<file path="config.mk">
export PLATFORM = sky130hd
export DESIGN_NAME = drum_accum
export DESIGN_NICKNAME = d
export VERILOG_FILES = /design/src/rtl/drum_pkg.sv /design/src/rtl/drum_sat_add.sv /design/src/rtl/drum_accum.sv
export SDC_FILE = /design/constraint.sdc
export NUM_CORES = 1
export LEC_CHECK = 0
export BUFFER_PORTS_ARGS = -buffer_cell sky130_fd_sc_hd__buf_2
export CORE_MARGIN = 2
export CORE_UTILIZATION = 50
export CTS_CLUSTER_DIAMETER = 80
export CTS_CLUSTER_SIZE = 30
export DETAILED_ROUTE_END_ITERATION = 7
export HOLD_SLACK_MARGIN = 0.1
export MAX_ROUTING_LAYER = met4
export PLACE_DENSITY = 0.72
export SLEW_MARGIN = 10
export SYNTH_ARGS = -nofsm -noshare
export SYNTH_HDL_FRONTEND = slang
export SYNTH_SLANG_ARGS = --single-unit
export TNS_END_PERCENT = 20
</file>
<file path="constraint.sdc">
create_clock -name clk -period 2.75 [get_ports clk]
set_input_delay 0 -clock clk [delete_from_list [all_inputs] [get_ports clk]]
set_output_delay 0 -clock clk [all_outputs]
set_load 0.02 [all_outputs]
</file>
<file path="src/rtl/drum_pkg.sv">
// Shared constants and FSM state type for the drum accumulator.
package drum_pkg;

  localparam int unsigned PROD_W_DEF = 16;
  localparam int unsigned ACC_W_DEF  = 24;

  typedef enum logic {
    ST_ACC,
    ST_DONE
  } state_e;

endpackage

</file>
<file path="src/rtl/drum_sat_add.sv">
// Combinational signed adder with overflow detect.
// DRUM_ACCUM_SAT_EN: when defined, an overflowing sum clamps to the signed extreme.
module drum_sat_add #(
  parameter int unsigned ACC_W = 24
) (
  input  logic [ACC_W-1:0] a_i,
  input  logic [ACC_W-1:0] b_i,
  output logic [ACC_W-1:0] sum_o,
  output logic             ovf_o
);

  localparam logic [ACC_W-1:0] MaxPos = {1'b0, {(ACC_W-1){1'b1}}};
  localparam logic [ACC_W-1:0] MaxNeg = {1'b1, {(ACC_W-1){1'b0}}};

  logic [ACC_W-1:0] raw;

  // Signed overflow: operands share a sign that the wrapped result does not.
  always_comb begin
    raw   = a_i + b_i;
    ovf_o = (a_i[ACC_W-1] == b_i[ACC_W-1]) && (raw[ACC_W-1] != a_i[ACC_W-1]);
`ifdef DRUM_ACCUM_SAT_EN
    if (ovf_o) begin
      sum_o = a_i[ACC_W-1] ? MaxNeg : MaxPos;
    end else begin
      sum_o = raw;
    end
`else
    sum_o = raw;
`endif
  end

endmodule

</file>
<file path="src/rtl/drum_accum.sv">
// Streaming signed dot-product accumulator behind the drum multiplier.
// Overflow mode selected by DRUM_ACCUM_SAT_EN (saturate when defined, wrap otherwise).
module drum_accum
  import drum_pkg::*;
#(
  parameter int unsigned PROD_W = PROD_W_DEF,
  parameter int unsigned ACC_W  = ACC_W_DEF,
  parameter int unsigned LEN    = 8
) (
  input  logic                       clk,
  input  logic                       rst_n,
  input  logic                       in_valid,
  output logic                       in_ready,
  input  logic [PROD_W-1:0]          in_prod,
  input  logic                       in_last,
  output logic                       out_valid,
  input  logic                       out_ready,
  output logic [ACC_W-1:0]           out_sum,
  output logic [$clog2(LEN+1)-1:0]   out_count,
  output logic                       out_ovf
);

  localparam int unsigned CNT_W = $clog2(LEN + 1);
  localparam logic [CNT_W-1:0] LenC = CNT_W'(LEN);

  state_e           state_q, state_d;
  logic [ACC_W-1:0] acc_q, acc_d;
  logic [CNT_W-1:0] cnt_q, cnt_d;
  logic             ovf_q, ovf_d;
  logic             in_ready_q, in_ready_d;
  logic             out_valid_q, out_valid_d;
  logic [ACC_W-1:0] out_sum_q, out_sum_d;
  logic [CNT_W-1:0] out_count_q, out_count_d;
  logic             out_ovf_q, out_ovf_d;

  logic [ACC_W-1:0] prod_ext;
  logic [ACC_W-1:0] add_sum;
  logic             add_ovf;
  logic [CNT_W-1:0] cnt_inc;
  logic             beat;

  assign prod_ext = ACC_W'($signed(in_prod));
  assign cnt_inc  = cnt_q + CNT_W'(1);
  // in_ready_q is only high in ST_ACC, so this also qualifies the state.
  assign beat     = in_valid & in_ready_q;

  drum_sat_add #(
    .ACC_W (ACC_W)
  ) u_add (
    .a_i   (acc_q),
    .b_i   (prod_ext),
    .sum_o (add_sum),
    .ovf_o (add_ovf)
  );

  // Next-state: accumulate beats, close the vector, release the result.
  always_comb begin
    state_d     = state_q;
    acc_d       = acc_q;
    cnt_d       = cnt_q;
    ovf_d       = ovf_q;
    out_sum_d   = out_sum_q;
    out_count_d = out_count_q;
    out_ovf_d   = out_ovf_q;
    case (state_q)
      ST_ACC: begin
        if (beat) begin
          acc_d       = add_sum;
          cnt_d       = cnt_inc;
          ovf_d       = ovf_q | add_ovf;
          out_sum_d   = add_sum;
          out_count_d = cnt_inc;
          out_ovf_d   = ovf_q | add_ovf;
          if ((cnt_inc == LenC) || in_last) begin
            state_d = ST_DONE;
          end
        end
      end
      ST_DONE: begin
        if (out_ready) begin
          state_d = ST_ACC;
          acc_d   = '0;
          cnt_d   = '0;
          ovf_d   = 1'b0;
        end
      end
      default: state_d = ST_ACC;
    endcase
    in_ready_d  = (state_d == ST_ACC);
    out_valid_d = (state_d == ST_DONE);
  end

  // State and output registers with synchronous active-low reset.
  always_ff @(posedge clk) begin
    if (!rst_n) begin
      state_q     <= ST_ACC;
      acc_q       <= '0;
      cnt_q       <= '0;
      ovf_q       <= 1'b0;
      in_ready_q  <= 1'b0;
      out_valid_q <= 1'b0;
      out_sum_q   <= '0;
      out_count_q <= '0;
      out_ovf_q   <= 1'b0;
    end else begin
      state_q     <= state_d;
      acc_q       <= acc_d;
      cnt_q       <= cnt_d;
      ovf_q       <= ovf_d;
      in_ready_q  <= in_ready_d;
      out_valid_q <= out_valid_d;
      out_sum_q   <= out_sum_d;
      out_count_q <= out_count_d;
      out_ovf_q   <= out_ovf_d;
    end
  end

  assign in_ready  = in_ready_q;
  assign out_valid = out_valid_q;
  assign out_sum   = out_sum_q;
  assign out_count = out_count_q;
  assign out_ovf   = out_ovf_q;

endmodule

</file>
# ---- After elaboration in Yosys (flattened, before gate mapping)
# Index checks and enable logic that the tools add are counted.
dict set report totals {
  output_inout_bits 31
  word_cells 36
  regBits 60
  memories 0
  latch_bits 0
  inputBits 21
  mem_bits_ro 0
  ram_bits 0
}
dict set report op_classes {
  muxes 13
  order_cmp 0
  bitwise 4
  n_mul 0
  n_eq_ne 5
  reduce_logical 4
  shift 0
  add_sub_neg 2
  div_mod_pow 0
}
# cell n
set op_table {}
lappend op_table {{two-way mux 24 bit} 2}
lappend op_table {{one-hot mux 24 bit (2 select lines)} 1}
lappend op_table {{adder 24 bit} 1}
lappend op_table {{two-way mux 4 bit} 2}
lappend op_table {{one-hot mux 4 bit (2 select lines)} 1}
lappend op_table {{two-way mux 1 bit} 5}
lappend op_table {{adder 4 x 1 -> 4 bit, second input constant} 1}
lappend op_table {{== test 4 bit, second input constant} 1}
lappend op_table {{!= test 2 bit, second input constant} 2}
lappend op_table {{one-hot mux 1 bit (2 select lines)} 2}
lappend op_table {{AND reduction 2 bit} 2}
lappend op_table {{NOT 1 bit} 2}
lappend op_table {{bitwise AND 1 bit} 1}
lappend op_table {{== test 1 bit} 1}
lappend op_table {{logical AND 1 bit} 1}
lappend op_table {{logical OR 1 bit} 1}
lappend op_table {{!= test 1 bit} 1}
lappend op_table {{OR 1 bit} 1}

# ---- Depth between registers and ports, before layout
dict set report logic_depth {
  word_depth 7
  ltp_mapped 10
  ltp_nobuf 10
}

# ---- Hierarchy
# Synthesis repeated with hierarchy kept, for this count alone.
dict set report unflattened {
  cells_unflattened 408
  hier_area_um2 3350.7
}
# mod seq_area_each_um2 cells_per_inst area_per_inst_um2 n_inst
set modules_own_cells {}
lappend modules_own_cells {drum_accum 1201.2 238 2097.0 1}
lappend modules_own_cells {drum_sat_add 0.0 170 1253.7 1}

# ---- Least setup slack after synthesis
# No wires, ideal clock.
dict set report synth_timing {
  path_type {register to register}
  start {register acc_q[0]}
  end {register acc_q[16]}
  required_ps 2626
  slack_ps 596
  path_stages_with_launch 11
  n_path_buf 0
  period_less_slack_ps 2154
  setup_time_ps 124
  t_arrival_ps 2029
  path_cell_list {dfxtp_1 > ha_1 > inv_1 > fa_1 > nor2b_2 > o211ai_2 > a211oi_2 > o22ai_1 > o31ai_2 > xnor2_1 > o21ai_1}
}
dict set report synth_via {
  elab_chain_len 3
}
# element line_no
set synth_rtl {}
lappend synth_rtl {{from (decl)} drum_accum.sv:27} ;# logic [ACC_W-1:0] acc_q, acc_d;
lappend synth_rtl {{from (signal assigned)} drum_accum.sv:97} ;# acc_q <= '0;
lappend synth_rtl {{from (signal assigned)} drum_accum.sv:107} ;# acc_q <= acc_d;
lappend synth_rtl {{adder 24 bit} drum_sat_add.sv:19} ;# raw = a_i + b_i;
lappend synth_rtl {{two-way mux 24 bit} drum_accum.sv:67} ;# if (beat) begin
lappend synth_rtl {{one-hot mux 24 bit (2 select lines)} drum_accum.sv:65} ;# case (state_q)
# No other way between the ends. The select of a mux whose other input is x is not followed.
# A chain may end at the register's enable or synchronous reset.

# ---- Final worst setup path
dict set report layout_timing {
  start {register acc_q[0]}
  end {register out_sum_q[16], in the netlist out_sum[16]}
}
dict set report layout_via {
  elab_chain_len 1
}
# element line_no
set layout_rtl {}
lappend layout_rtl {{adder 24 bit} drum_sat_add.sv:19}
lappend layout_rtl {{to (signal assigned)} drum_accum.sv:112} ;# out_sum_q <= out_sum_d;
lappend layout_rtl {{to (decl)} drum_accum.sv:32} ;# logic [ACC_W-1:0] out_sum_q, out_sum_d;
# No other way between the ends.

==> run metrics <==
area share of fa/ha/maj cells after synthesis=9.75%; reg-to-reg startpoint=acc_q[0]; Clock transition at path regs=0.07 ns; Final Max Slew Viols=0; GRT Residual Overflow=0; Tcrit/Tclk final=91.1%; # diodes=0; status=completed; number of post-CTS setup repair buffers=0; Hold EP=out_sum[4]; Via density=5.44; drt first-iter violations=167; Pleak=0.00178 uW; Hold Crit Depth=5; hold path start=in_prod[3]; Reg-to-Reg End=out_sum[16]; Crit Path Class=register to register; final core utilization=60.6%; EDFF count, synth=0; cts bufs inserted=9; clock sink total=60; CTS tree=yes; root buffer cell=clkbuf_8; worst min-delay path class=primary input to register; R2R setup slack=0.24 ns; Worst EP required=2.96 ns; total routed wirelength=7330 um; Async SR Flop Fraction=0%; clk_lat worst skew=0.34 ns; main combinational cell family by area after synthesis=compound AO/OA/AOI/OAI gates; largest net degree at the start of global routing=21; Main synth FF type=dfxtp_1; Initial Util=51.7%; Power Dens Cells=586 nW/um^2; row count=29; global-route usage over all layers=22.1%; Core Box Area=6350 um^2; multiplexer area fraction after synthesis=0.609%; R2R cell count=10; Syn-to-layout area delta=17.2%; Synth Area in Compound Gates=26.2%; # H-tree levels=3; Vias=2913; Netlist cell types=47; Die H=85.1 um; first-pass GRT wire length=12600 um; post-route setup TNS=0 ns; Fin. Hold Viols=0; die width=85.1 um; relative slew slack=55.5%; peak supply drop=0.379 mV; CP max FO=3; Final Wtd Congestion=0.890; Fmax=0.399 GHz; Synth Register Bits=60; drt wl/cell=13.7 um; Mapped Avg Cell Area=8.21 um^2; Synth Area in Simple Gates=18.4%; final setup violation count=0; Synth warnings=0; Post-Synth XOR/XNOR Area=5.60%; Mapped Nets=446; layout cells sized above 1=17.9%; Hold WS=0.215 ns; CP Data Arrival Time=2.72 ns; CTS max path bufs=2; Detail Route Antenna Nets=0; vias in the first global route=2813; Port Buf Inserts=51; Synth Cell Area=3290 um^2; Residual DRC=0; # IOs=52; RSZ-0062 raised after global routing=false; DP HPWL=5420 um; Max Clock Skew=0.00774 ns; post-synthesis instance total=400; CP startpoint kind=register; worst slew pin tran=0.667 ns; sequential share of the synthesized area=36.6%; initial antenna violation count=0; minimum clock period=2.51 ns; die footprint=7240 um^2; crit path capture type=register; Initial DRT Pass Iterations=4; Layout Nets=499; max-cap viol count=0
-- synthesized netlist by cell type, drive strengths merged (7+ instances only) --
master	n	area share (%)
nand2	73	8.3
dfxtp	60	37
a21oi	54	8.5
ha	24	9.1
o21ai	24	3.7
nor2	21	2.4
clkbuf	15	1.7
a22o	13	3.5
xnor2	13	3.5
a21o	11	2.5
xor2	8	2.1
inv	7	0.80
-- per-stage QoR --
step	total power [uW]	setup slack, ns	instances	cell area [um^2]
6_report	2260	0.244	535	3850
5_1_grt	2360	0.0853	535	3850
4_1_cts	2270	0.259	535	3850
3_5_place_dp	1460	0.314	515	3610
3_3_place_gp	1450	0.420	515	3610
2_1_floorplan	1330	0.596	400	3290
-- routing by layer --
layer / part of all wire [%] / GRT usage, % / vias to the layer above
li1: - / - / 1527
met1: 49 / 27.8 / 1314
met2: 45 / 35.0 / 61
met3: 3.9 / 3.79 / 11
met4: 1.7 / 9.24 / 0
met5: 0 / - / -
-- power breakdown --
part	switching [uW]	total, uW	internal (uW)
registers	29.9	956	926
logic	297	492	195
clock network	343	808	465
total	670	2260	1590
-- worst max-delay path by stage --
stage | cells past startpoint | startpoint | endpoint | slack, ns
2_1_floorplan | 10 | acc_q[0] | acc_q[16] | 0.60
3_3_place_gp | 10 | acc_q[0] | out_sum[16] | 0.42
3_5_place_dp | 10 | acc_q[0] | out_sum[16] | 0.31
4_1_cts | 10 | acc_q[0] | out_sum[16] | 0.26
5_1_grt | 10 | acc_q[0] | out_sum[16] | 0.09
6_report | 10 | acc_q[0] | out_sum[16] | 0.24
-- timing repair --
item,CTS,global route
gates resized for setup,0,0
hold buffers,4,0
endpoints found under the hold margin,6,0
-- worst max-delay path: stages, from the launching register on --
cell and delay (ns):
dfxtp_1 0.33, ha_1 0.18, inv_1 0.06, fa_1 0.41, nor2b_2 0.18, o211ai_2 0.13, a211oi_2 0.28, o22ai_1 0.21
o31ai_2 0.32, xnor2_1 0.19, o21ai_1 0.09
-- registers in the layout, summed over array words and instances, names as in the netlist --
register and flops:
out_count 4, cnt_q 4, out_valid 1, in_ready 1, out_ovf 1, acc_q 24, ovf_q 1, out_sum 24
-- logic make-up after synthesis --
logic type,after synthesis
DFF,60
xor gates and xnor gates,21
and+or+nand+nor,133
adders and majority gates,25
muxes,2
buffers and inverters,25
AOI/OAI and AO/OA,134
-- layout make-up --
type                       count  area [um^2]
fill                         572         2500
clock buffer                  12          155
clock inverter                 4         47.5
inverter                       7         26.3
multi-input combinational    315         1990
sequential                    60         1200
timing repair buffer          60          333
tap                           77         96.3
-- layout by cell type (no fill, tap or decap), drive strengths merged, types with 5 or more instances in the layout --
cell    count
xor2        8
a21o       11
ha         24
nand4       5
inv         7
nand3       6
and3        5
a21oi      54
nand2      73
clkbuf     12
buf        56
a211oi      6
o211ai      6
nor2b       5
and2        6
a22o       13
nor2       21
xnor2      13
o21ai      24
dfxtp      60
(Power assumes the default switching activity.)
